## src/rtl/pipe_pkg.sv

```systemverilog
// Shared constants for the elastic inter-stage registers: control bit positions, default widths,
// and the width of the payload that travels alongside the control bundle.
package pipe_pkg;

   localparam int CTRL_REGWRITE = 0;
   localparam int CTRL_MEMTOREG = 1;
   localparam int CTRL_MEMREAD  = 2;
   localparam int CTRL_MEMWRITE = 3;

   localparam int DEF_DATA_W  = 32;
   localparam int DEF_CTRL_W  = 4;
   localparam int DEF_REG_W   = 5;
   localparam int DEF_INSTR_W = 32;
   localparam int DEF_CNT_W   = 16;

   // Data + Aux + RdReg + Instruction; ctrl is stored separately so a flush can clear it alone.
   function automatic int payload_w(input int data_w, input int reg_w, input int instr_w);
      return 2 * data_w + reg_w + instr_w;
   endfunction

endpackage

```

## src/rtl/pipe_stage_entry.sv

```systemverilog
// One valid + ctrl + payload slot; clear drops the beat and zeroes ctrl, keep_data_i decides
// whether the payload survives the clear. Clear wins over load; no handshake of its own.
module pipe_stage_entry #(
   parameter int CTRL_W = 4,
   parameter int PAY_W  = 74
) (
   input  logic              Clock,
   input  logic              Reset,
   input  logic              load_i,
   input  logic              clear_i,
   input  logic              keep_data_i,
   input  logic [CTRL_W-1:0] ctrl_i,
   input  logic [PAY_W-1:0]  pay_i,
   output logic              valid_o,
   output logic [CTRL_W-1:0] ctrl_o,
   output logic [PAY_W-1:0]  pay_o
);

   logic              valid_q, valid_d;
   logic [CTRL_W-1:0] ctrl_q, ctrl_d;
   logic [PAY_W-1:0]  pay_q, pay_d;

   always_comb begin
      valid_d = valid_q;
      ctrl_d  = ctrl_q;
      pay_d   = pay_q;
      if (clear_i) begin
         valid_d = 1'b0;
         ctrl_d  = '0;
         if (!keep_data_i) begin
            pay_d = '0;
         end
      end else if (load_i) begin
         valid_d = 1'b1;
         ctrl_d  = ctrl_i;
         pay_d   = pay_i;
      end
   end

   always_ff @(posedge Clock) begin
      if (Reset) begin
         valid_q <= 1'b0;
         ctrl_q  <= '0;
         pay_q   <= '0;
      end else begin
         valid_q <= valid_d;
         ctrl_q  <= ctrl_d;
         pay_q   <= pay_d;
      end
   end

   assign valid_o = valid_q;
   assign ctrl_o  = ctrl_q;
   assign pay_o   = pay_q;

endmodule

```

## src/rtl/pipe_stage_elastic.sv

```systemverilog
// Elastic pipeline register with a 2-entry skid (M drives outputs, S catches the in-flight beat);
// 1-cycle latency, 1 beat/cycle, In_Ready is registered (!S.valid) and never sees Out_Ready.
module pipe_stage_elastic
   import pipe_pkg::*;
#(
   parameter int DATA_W             = DEF_DATA_W,
   parameter int CTRL_W             = DEF_CTRL_W,
   parameter int REG_W              = DEF_REG_W,
   parameter int INSTR_W            = DEF_INSTR_W,
   parameter int KEEP_DATA_ON_FLUSH = 0,
   parameter int CNT_W              = DEF_CNT_W
) (
   input  logic               Clock,
   input  logic               Reset,
   input  logic               In_Valid,
   output logic               In_Ready,
   input  logic               In_Flush,
   input  logic [CTRL_W-1:0]  In_Ctrl,
   input  logic [DATA_W-1:0]  In_Data,
   input  logic [DATA_W-1:0]  In_Aux,
   input  logic [REG_W-1:0]   In_RdReg,
   input  logic [INSTR_W-1:0] In_Instruction,
   output logic               Out_Valid,
   input  logic               Out_Ready,
   output logic [CTRL_W-1:0]  Out_Ctrl,
   output logic [DATA_W-1:0]  Out_Data,
   output logic [DATA_W-1:0]  Out_Aux,
   output logic [REG_W-1:0]   Out_RdReg,
   output logic [INSTR_W-1:0] Out_Instruction,
   output logic [CNT_W-1:0]   StallCount
);

   typedef struct packed {
      logic [DATA_W-1:0]  data;
      logic [DATA_W-1:0]  aux;
      logic [REG_W-1:0]   rd;
      logic [INSTR_W-1:0] instr;
   } pay_t;

   localparam int   PAY_W = payload_w(DATA_W, REG_W, INSTR_W);
   localparam logic KEEP  = (KEEP_DATA_ON_FLUSH != 0);

   logic              m_valid, s_valid;
   logic [CTRL_W-1:0] m_ctrl, s_ctrl, m_ctrl_src;
   pay_t              m_pay, s_pay, m_pay_src, in_pay;
   logic              accept, release_beat;
   logic              m_load, m_clear, m_keep, s_load, s_clear, s_keep;
   logic [CNT_W-1:0]  stall_cnt_q, stall_cnt_d;

   assign in_pay       = '{data: In_Data, aux: In_Aux, rd: In_RdReg, instr: In_Instruction};
   assign accept       = In_Valid & ~s_valid;
   assign release_beat = m_valid & Out_Ready;

   // A full S always refills M first, so accept can only land in M when S is empty.
   assign m_ctrl_src = s_valid ? s_ctrl : In_Ctrl;
   assign m_pay_src  = s_valid ? s_pay  : in_pay;

   always_comb begin
      m_load  = 1'b0;
      m_clear = 1'b0;
      m_keep  = 1'b1;
      s_load  = 1'b0;
      s_clear = 1'b0;
      s_keep  = 1'b1;
      if (In_Flush) begin
         m_clear = 1'b1;
         m_keep  = KEEP;
         s_clear = 1'b1;
         s_keep  = KEEP;
      end else begin
         m_load  = (release_beat & s_valid) | (accept & (~m_valid | release_beat));
         m_clear = release_beat & ~s_valid & ~accept;
         s_load  = accept & m_valid & ~release_beat;
         s_clear = release_beat & s_valid;
      end
   end

   pipe_stage_entry #(.CTRL_W(CTRL_W), .PAY_W(PAY_W)) u_m (
      .Clock       (Clock),
      .Reset       (Reset),
      .load_i      (m_load),
      .clear_i     (m_clear),
      .keep_data_i (m_keep),
      .ctrl_i      (m_ctrl_src),
      .pay_i       (m_pay_src),
      .valid_o     (m_valid),
      .ctrl_o      (m_ctrl),
      .pay_o       (m_pay)
   );

   pipe_stage_entry #(.CTRL_W(CTRL_W), .PAY_W(PAY_W)) u_s (
      .Clock       (Clock),
      .Reset       (Reset),
      .load_i      (s_load),
      .clear_i     (s_clear),
      .keep_data_i (s_keep),
      .ctrl_i      (In_Ctrl),
      .pay_i       (in_pay),
      .valid_o     (s_valid),
      .ctrl_o      (s_ctrl),
      .pay_o       (s_pay)
   );

   always_comb begin
      stall_cnt_d = stall_cnt_q;
      if (m_valid && !Out_Ready && stall_cnt_q != {CNT_W{1'b1}}) begin
         stall_cnt_d = stall_cnt_q + CNT_W'(1);
      end
   end

   always_ff @(posedge Clock) begin
      if (Reset) begin
         stall_cnt_q <= '0;
      end else begin
         stall_cnt_q <= stall_cnt_d;
      end
   end

   assign In_Ready        = ~s_valid;
   assign Out_Valid       = m_valid;
   assign Out_Ctrl        = m_valid ? m_ctrl : '0;
   assign Out_Data        = m_pay.data;
   assign Out_Aux         = m_pay.aux;
   assign Out_RdReg       = m_pay.rd;
   assign Out_Instruction = m_pay.instr;
   assign StallCount      = stall_cnt_q;

endmodule

```

## config.mk

```make
export PLATFORM = sky130hd
export DESIGN_NAME = pipe_stage_elastic
export DESIGN_NICKNAME = d
export VERILOG_FILES = /design/src/rtl/pipe_pkg.sv /design/src/rtl/pipe_stage_entry.sv /design/src/rtl/pipe_stage_elastic.sv
export SDC_FILE = /design/constraint.sdc
export NUM_CORES = 1
export LEC_CHECK = 0
export BUFFER_PORTS_ARGS = -buffer_cell sky130_fd_sc_hd__buf_2
export CORE_AREA = 5 5 189 191
export DETAILED_ROUTE_END_ITERATION = 16
export DIE_AREA = 0 0 194 196
export PLACE_DENSITY = 0.51
export SLEW_MARGIN = 10
export SYNTH_ARGS = -nofsm -noshare
export SYNTH_HDL_FRONTEND = slang
export SYNTH_SLANG_ARGS = --single-unit
```

## constraint.sdc

```tcl
create_clock -name Clock -period 2.3 [get_ports Clock]
set_input_delay 0.115 -clock Clock [delete_from_list [all_inputs] [get_ports Clock]]
set_output_delay 0.115 -clock Clock [all_outputs]
set_load 0.01 [all_outputs]
```

==> results.cfg <==
[global_routing]
antenna_found_initial = 2
grt_pass1_vias = 9255
grt-ovfl-total = 0
grt_usage = 0.156
grt_pass1_wl_um = 50300
grt_max_degree = 115

[placed_design]
routabilityCongestion = 0.740
io_buffers = 232
hpwl_um = 18700

[layout]
drive_gt1_frac = 0.211
nFillCells = 3397
final_cell_mix = buf_2 (230), dfxtp_1 (227), a21oi_1 (218)
final_nets = 1568
final_common_cell = buf_2
areaGrowthSynthToFinish_pct = 36.4

[logic_synthesis]
yosys_warnings = 0
synth_area_leaders = dfxtp_1 (46%), a21oi_1 (11%), mux2i_1 (11%), nand2_1 (8.1%), nand3b_1 (7.6%)
ys_ff_latch = 228
seq_area_frac_synth = 0.456
yosysTopAreaCellShare = 0.456
synth.net_count = 1273
yosys.area.top_type = dfxtp_1
syn_inst = 1162
syn-cell-area_um2 = 10000
synth_flop_cell = dfxtp_1
async_flop_share = 0
synth_cell_types = 42
synth_edf_count = 0
syn_avg_cell_area_um2 = 8.61

[clocking]
cts_tree = yes
clock_latency_ns = 0.53
clockBufferDepth = 3
clockRootBuffer = clkbuf_16
clkSlewWorstSetupHoldPaths_ns = 0.06
numCtsBuffers = 27
cts_sinks = 228
h-tree-depth = 1

[sta]
fin_skew_ns = 0.0144
final-setup-viol-count = 0
final_hold_viol_count = 0
fin_setup_tns_ns = 0
drv_slew = 0
fin_crit_sh = 0.942
slew_headroom = 0.582
fmax_mhz = 462
min_period_ns = 2.17
rsz0062_at_grt = false
hold_ws_ns = 0.103
tightestPinTransition_ns = 0.626

[routing]
met1_length_um = 14600
drt_iter0_drc = 462
route.met2.wl_um = 15100
top_layer_used = met4
drc = 0
antenna_left = 0
wl_per_cell_um = 16.5
first_pass_iters = 5
viasPerCell = 4.78
routed_wl_um = 31800
vias = 9238
wl_met3_um = 1520

[worst_setup_path]
worstSetupPathType = flop to flop
startpoint_type = flop
cp.required_ns = 2.70
arrival_ns = 2.56
r2r_start = u_s.valid_o
timing.reg2reg.setup_slack_ns = 0.13
crit_fanout = 54
end_kind = flop
rr_worst_depth = 6
rr_endpoint = u_s.pay_o[13]
timing.critical_path.to = u_s.pay_o[13]
worstSetupStartpoint = u_s.valid_o

[power]
vdd_ir_drop_max_mv = 0.464
power.leakage_nw = 5.01
power_density_nw_per_um2 = 674

[job]
maxCapViolations = 0

[floorplanning]
num_rows = 68
start_util = 0.295
die_w_um = 194
ios = 233
core_um2 = 33900
die-area_um2 = 38000
die_y_um = 196

[outcome]
status = complete, no violations

[min_path]
hp-class = input pin to flop
==> routing by layer <==
layer / vias up / GRT usage
met3: 39 / 0.0289
met4: 0 / 0.0435
met2: 207 / 0.270
met5: - / 0
met1: 4324 / 0.202
li1: 4668 / -
==> critical path, stage by stage, from the launching register on <==
cell	delay (ns)
dfxtp_4	0.36
nand2b_2	0.25
or3_4	0.43
buf_12	0.22
nand3b_1	0.11
a21oi_1	0.06
dlygate4sd3_1	0.58
==> cells by family (layout without fill, tap and decap cells) <==
kind of cell / after synthesis / in the layout / share of synthesized area
other: 0 / 2 / 0
buffers and inverters: 110 / 424 / 0.0519
XOR/XNOR: 1 / 1 / 0.000875
AND/OR/NAND/NOR: 475 / 476 / 0.257
multiplexers: 108 / 108 / 0.108
adder cells (fa/ha/maj): 1 / 1 / 0.00125
AO/OA/AOI/OAI: 239 / 239 / 0.125
flip-flops: 228 / 228 / 0.456
==> Yosys cell counts, types with 2 or more instances <==
master and instances:
nor3_1 3, nor4_1 3, or4_1 7, nand3b_1 101, o21ai_0 4, nor2_1 10
mux2_2 3, buf_2 30, a21oi_1 218, nand2_1 216, or3_1 105, nand4_1 6
buf_4 10, nand3_1 4, and2_1 5, clkbuf_1 63, nand2b_1 2, o31ai_1 7
buf_6 4, mux2i_1 105, and3_1 2, nor2b_1 2, and4_1 3, a2111oi_0 4
dfxtp_1 228
==> power by group <==
part | total, mW | internal (mW) | switching, mW | leakage, nW
combinational | 0.870 | 0.414 | 0.456 | 2.73
clock | 4.25 | 2.57 | 1.68 | 0.431
sequential | 4.09 | 4.04 | 0.0486 | 1.85
total | 9.21 | 7.02 | 2.19 | 5.01
==> how the worst min path moves through the flow <==
stage                     cells after the start            end  slack, ns  startpoint
final                                         3  u_s.ctrl_o[0]       0.10   Out_Ready
after global routing                          3  u_s.ctrl_o[0]       0.12   Out_Ready
after CTS                                     3  u_s.ctrl_o[0]       0.08   Out_Ready
after detailed placement                      3  u_s.pay_o[45]       0.37   In_Aux[8]
after global placement                        3  u_s.pay_o[78]       0.37  In_Data[9]
after floorplan                               2  u_s.ctrl_o[0]       0.25  In_Ctrl[0]
==> area by class of cell <==
| class | instances | area, um2 | area share |
|---|---|---|---|
| multi-input cells | 825 | 4970 | 0.364 |
| flip-flops and latches | 228 | 4570 | 0.335 |
| repair buffers | 374 | 2650 | 0.194 |
| clock buffers | 45 | 833 | 0.0610 |
| well taps | 455 | 569 | 0.0417 |
| clock inverters | 4 | 55.1 | 0.00403 |
| diodes | 2 | 5.00 | 0.000367 |
| inverters | 1 | 3.75 | 0.000275 |
==> per-stage QoR <==
stage               instances  total power [mW]  cell area (um2)  setup slack (ns)  utilization
finish                   1934              9.21            13700             0.134        0.402
global route             1934              9.61            13700            0.0361        0.402
CTS                      1927              9.37            13600            0.0626        0.400
detailed placement       1761              4.90            11500             0.480        0.340
global placement         1761              4.90            11500             0.533        0.340
floorplan                1162              4.57            10000             0.494            -
==> repair_timing <==
| action | 4_1_cts | 5_1_grt |
|---|---|---|
| hold buffers | 117 | 0 |
| buffers inserted | 0 | 3 |
| endpoints found under the setup margin | 0 | 11 |
| hold endpoints to repair | 181 | 0 |
| gates resized for setup | 0 | 3 |
==> state kept, by name, indices dropped and copies added (netlist names) <==
| register | cells |
|---|---|
| u_m.pay_o | 101 |
| u_s.pay_o | 101 |
| StallCount | 16 |
| u_m.ctrl_o | 4 |
| u_s.ctrl_o | 4 |
| u_m.valid_o | 1 |
| u_s.valid_o | 1 |
Note: power is estimated with default switching activity, not from simulation.
